--- config.mk ---
export PLATFORM = sky130hd
export DESIGN_NAME = game_tick_gen
export DESIGN_NICKNAME = d
export VERILOG_FILES = /design/src/rtl/game_tick_pkg.sv /design/src/rtl/tick_channel.sv /design/src/rtl/game_tick_gen.sv
export SDC_FILE = /design/constraint.sdc
export NUM_CORES = 1
export LEC_CHECK = 0
export CELL_PAD_IN_SITES_DETAIL_PLACEMENT = 0
export CELL_PAD_IN_SITES_GLOBAL_PLACEMENT = 2
export CORE_ASPECT_RATIO = 1.75
export CORE_MARGIN = 2
export CORE_UTILIZATION = 31
export CTS_BUF_LIST = sky130_fd_sc_hd__clkbuf_16
export DETAILED_ROUTE_END_ITERATION = 8
export PLACE_DENSITY_LB_ADDON = 0.05
export REMOVE_ABC_BUFFERS = 1
export SLEW_MARGIN = 20
export SYNTH_ARGS = -nofsm -noshare
export SYNTH_HDL_FRONTEND = slang
export SYNTH_HIERARCHICAL = 1
export SYNTH_SLANG_ARGS = --single-unit
--- constraint.sdc ---
create_clock -name in_clk -period 1.64 [get_ports in_clk]
set_input_delay 0.328 -clock in_clk [delete_from_list [all_inputs] [get_ports in_clk]]
set_output_delay 0.328 -clock in_clk [all_outputs]
set_load 0.05 [all_outputs]
--- src/rtl/game_tick_pkg.sv ---
// Shared constants for the game tick generator: tile grid bounds
// and default widths/divisor for the per-channel frame dividers.
package game_tick_pkg;

    localparam int GRID_X_LAST = 39;
    localparam int GRID_Y_LAST = 29;

    localparam int COORD_W     = 10;
    localparam int DIV_W_DEF   = 4;
    localparam int FRAME_W_DEF = 16;

    localparam int DEFAULT_DIV = 6;

endpackage

--- src/rtl/tick_channel.sv ---
// One frame-divider channel: counts advances and pulses tick
// once every div advances; div = 0 disables the channel.
module tick_channel #(
    parameter int DIV_W       = game_tick_pkg::DIV_W_DEF,
    parameter int DEFAULT_DIV = game_tick_pkg::DEFAULT_DIV
) (
    input  logic             in_clk,
    input  logic             reset,
    input  logic             advance,
    input  logic             wr,
    input  logic [DIV_W-1:0] wr_val,
    output logic             tick
);

    import game_tick_pkg::*;

    logic [DIV_W-1:0] div_q, div_d;
    logic [DIV_W-1:0] cnt_q, cnt_d;
    logic             tick_q, tick_d;

    always_ff @(posedge in_clk or negedge reset) begin
        if (!reset) begin
            div_q  <= DIV_W'(DEFAULT_DIV);
            cnt_q  <= '0;
            tick_q <= 1'b0;
        end else begin
            div_q  <= div_d;
            cnt_q  <= cnt_d;
            tick_q <= tick_d;
        end
    end

    // A divisor write restarts the count and suppresses this frame's tick.
    always_comb begin
        div_d  = div_q;
        cnt_d  = cnt_q;
        tick_d = 1'b0;
        if (wr) begin
            div_d = wr_val;
            cnt_d = '0;
        end else if (advance && (div_q != '0)) begin
            if (cnt_q == div_q - 1'b1) begin
                cnt_d  = '0;
                tick_d = 1'b1;
            end else begin
                cnt_d = cnt_q + 1'b1;
            end
        end
    end

    assign tick = tick_q;

endmodule

--- src/rtl/game_tick_gen.sv ---
// Multi-channel game tick generator: detects frame ends on the tile
// scan, gates them with pause, and fans out to per-channel dividers.
module game_tick_gen #(
    parameter int X_W         = game_tick_pkg::COORD_W,
    parameter int Y_W         = game_tick_pkg::COORD_W,
    parameter int X_LAST      = game_tick_pkg::GRID_X_LAST,
    parameter int Y_LAST      = game_tick_pkg::GRID_Y_LAST,
    parameter int NUM_CH      = 4,
    parameter int DIV_W       = game_tick_pkg::DIV_W_DEF,
    parameter int DEFAULT_DIV = game_tick_pkg::DEFAULT_DIV,
    parameter int FRAME_W     = game_tick_pkg::FRAME_W_DEF
) (
    input  logic               in_clk,
    input  logic               reset,
    input  logic [X_W-1:0]     x_in,
    input  logic [Y_W-1:0]     y_in,
    input  logic               pause,
    input  logic               div_wr,
    input  logic [2:0]         div_ch,
    input  logic [DIV_W-1:0]   div_val,
    output logic [NUM_CH-1:0]  tick,
    output logic [FRAME_W-1:0] frame_cnt
);

    import game_tick_pkg::*;

    logic               match;
    logic               match_q;
    logic               strobe_q;
    logic               advance;
    logic               wr_ok;
    logic [NUM_CH-1:0]  wr_sel;
    logic [FRAME_W-1:0] frame_q, frame_d;

    assign match = (x_in == X_W'(X_LAST)) && (y_in == Y_W'(Y_LAST));

    // match_q resets high so a scan parked on the last tile
    // at reset release is not mistaken for a new frame end.
    always_ff @(posedge in_clk or negedge reset) begin
        if (!reset) begin
            match_q  <= 1'b1;
            strobe_q <= 1'b0;
            frame_q  <= '0;
        end else begin
            match_q  <= match;
            strobe_q <= match && !match_q;
            frame_q  <= frame_d;
        end
    end

    assign advance = strobe_q && !pause;

    always_comb begin
        frame_d = frame_q;
        if (advance) begin
            frame_d = frame_q + 1'b1;
        end
    end

    assign wr_ok = div_wr && (32'(div_ch) < NUM_CH);

    always_comb begin
        wr_sel = '0;
        for (int i = 0; i < NUM_CH; i++) begin
            wr_sel[i] = wr_ok && (div_ch == 3'(i));
        end
    end

    for (genvar g = 0; g < NUM_CH; g++) begin : g_ch
        tick_channel #(
            .DIV_W       (DIV_W),
            .DEFAULT_DIV (DEFAULT_DIV)
        ) u_ch (
            .in_clk  (in_clk),
            .reset   (reset),
            .advance (advance),
            .wr      (wr_sel[g]),
            .wr_val  (div_val),
            .tick    (tick[g])
        );
    end

    assign frame_cnt = frame_q;

endmodule

==> out/metrics.yaml <==
syn_avg_cell_area_um2: 11.15
clockBufferDepth: 2
fin_skew_ns: 0.005922
fmax_ghz: 0.5570
leakagePower_nw: 2.060
synth_cell_types: 37
dr_total_vias: 2379
fp.coreArea_um2: 9350
cts_tree: "yes"
antenna_found_initial: 0
detail-route-antenna-nets: 0
timing.final.ws_setup_ns: -0.1552
synthCells: 263
initial_utilization: 0.3137
gp_congestion: 0.7531
std_cell_rows: 47
dp_slack_ns: -0.4015
final_core_util: 0.5143
drt_iter0_markers: 86
synth.area.top_cells: "dfrtp_1 (38%), dfstp_2 (8.1%), xnor2_1 (6.6%)"
io_buffers: 50
slew_viol_final: 0
p_per_area_nw_per_um2: 851.1
clockRootBuffer: "clkbuf_16"
max-slew-margin-rel: 0.7292
die_w_um: 77.53
rsz0062_at_grt: "true"
fillers: 835
htree_levels: 2
clk_latency_ns: 0.29
grt_usage: 0.1550
stdcell_count: 503
violations: "negative setup slack"
synth-edff-count: 0
overflow: 0
cp_max_fo: 4
grt_pass1_wl_um: 12700
setup_viol: 17
seq_area_um2: 1363
place_hpwl_um: 5187
min_period_ns: 1.795
area_growth_pct: 63.95
io_pins: 51
cts_sinks: 54
synth_area_um2: 2933
path_class: "register to register"
antennaDiodeCount: 0
cts_buffers: 5
drv_cap: 0
hold_ws_ns: 0.4841
ir_drop_uv: 577.6
wl_um: 7397
worst_pin_slew_ns: 0.4042
path_clk_slew_ns: 0.07
grt_pass1_vias: 2591
ys_seq_area_frac: 0.4646
status: "finished with violations"
multi_input_area_um2: 1917
ys_warn_count: 6
die_h_um: 132.7
async_reset_ff_frac: 1.000
layout.nets: 424
final-hold-violation-count: 0
die-area_um2: 10290
final_layout_size_suffix_gt1_frac: 0.4829
ys.flop_type: "dfrtp_1"
dr.pass1.iters: 6
drc: 0
cp.required_ns: 1.82
min_period_over_period: 1.095
viasPerCell: 4.730
worstPathArrival_ns: 1.97
start_kind: "register"
synth_top_area_cell: "dfrtp_1"
place_inst: 480
yosysTopAreaCellShare: 0.3840
wl_per_cell_um: 14.71
yosys_register_bits: 54
hold_class: "register to register"
critPathCaptureType: "register"
grt_max_degree: 41
path summary, 6_finish.rpt:
kind | start | end | slack [ns] | depth (start not counted)
setup / recovery | g_ch[0].u_ch/div_q[2]$_DFFE_PN1P_ | g_ch[0].u_ch/cnt_q[2]$_DFFE_PN0P_ | -0.16 | 4
hold / removal | frame_cnt[15]$_DFFE_PN0P_ | frame_cnt[15]$_DFFE_PN0P_ | 0.48 | 1
setup reg to reg | g_ch[0].u_ch/div_q[2]$_DFFE_PN1P_ | g_ch[0].u_ch/cnt_q[2]$_DFFE_PN0P_ | -0.16 | 4
hold reg to reg | frame_cnt[15]$_DFFE_PN0P_ | frame_cnt[15]$_DFFE_PN0P_ | 0.48 | 1
max in group asynchronous | reset | g_ch[3].u_ch/div_q[1]$_DFFE_PN1P_ | 0.51 | 3
min in group asynchronous | reset | g_ch[1].u_ch/tick$_DFF_PN0_ | 0.51 | 2
where the power goes:
| part | switching (mW) | total, mW | leakage (nW) | internal, mW |
|---|---|---|---|---|
| Clock | 0.489 | 1.20 | 0.0812 | 0.716 |
| Combinational | 0.611 | 1.37 | 1.29 | 0.758 |
| Sequential | 0.0698 | 1.52 | 0.688 | 1.45 |
| Total | 1.17 | 4.09 | 2.06 | 2.92 |
state kept, by name, summed over array words and instances, names as in the netlist:
| register | cells |
|---|---|
| g_ch.u_ch/tick | 4 |
| g_ch.u_ch/div_q | 16 |
| strobe_q | 1 |
| match_q | 1 |
| g_ch.u_ch/cnt_q | 16 |
| frame_cnt | 16 |
placed cells by master (no fill, tap or decap), drive strengths merged, types with 11 or more instances in the layout:
master         netlist  layout
o21ai               12      12
dfrtp               45      45
nand2               26      26
mux2                12      12
xnor2               22      22
inv                 14      15
nor2                11      11
buf                  1      85
ha                  13      13
clkdlybuf4s50        0      25
a21oi               12      12
through the flow:
step	TNS (ns)	power, mW	instance area, um2
2_1_floorplan	-3.594	2.026	2907
3_3_place_gp	-8.946	2.450	4055
3_5_place_dp	-9.226	2.461	4055
4_1_cts	-1.588	3.983	4601
5_1_grt	-2.983	4.314	4808
6_report	-1.638	4.093	4808
cell usage after synthesis (5+ instances only):
| library cell | n |
|---|---|
| nor3_1 | 5 |
| dfstp_2 | 9 |
| ha_1 | 13 |
| or2_2 | 5 |
| mux2_2 | 12 |
| a22o_1 | 8 |
| a21oi_1 | 8 |
| nor2b_1 | 5 |
| inv_1 | 14 |
| dfrtp_1 | 45 |
| nor2_1 | 11 |
| xnor2_1 | 22 |
| nand3_1 | 8 |
| o21ai_0 | 12 |
| nand2_1 | 26 |
| xor2_1 | 9 |
kinds of logic after synthesis:
family | share of synthesized area
muxes | 0.04608
DFF | 0.4646
buffers and inverters | 0.02688
and+or+nand+nor | 0.1847
adders and majority gates | 0.05546
xor gates and xnor gates | 0.1250
AOI/OAI and AO/OA | 0.09727
area by class of cell:
class / count / share of cell area
multi-input cells: 190 / 0.3986
flip-flops and latches: 54 / 0.2834
repair buffers: 115 / 0.2402
well taps: 122 / 0.03175
clock buffers: 5 / 0.02602
inverters: 14 / 0.01145
clock inverters: 3 / 0.008587
timing repair:
action | in CTS | in global routing
hold buffers | 1 | 0
gates resized for setup | 67 | 31
gates cloned | 0 | 0
endpoints found under the setup margin | 24 | 28
pin swaps | 43 | 18
hold endpoints to repair | 13 | 0
setup buffers | 12 | 6
worst max-delay path: stages (launching register included):
cell	delay, ns
dfstp_2	0.54
xor3_1	0.44
nor3_4	0.27
a21oi_2	0.11
a221o_1	0.31
per-layer routing:
layer | global-route usage | wire length, um | up-vias
met2 | 0.2961 | 4289 | 42
met5 | 0 | 0 | -
met1 | 0.1701 | 2788 | 1161
met4 | 0.05060 | 114 | 0
met3 | 0.02524 | 204 | 6
li1 | - | - | 1170
Power figures use the tool's default switching activity.
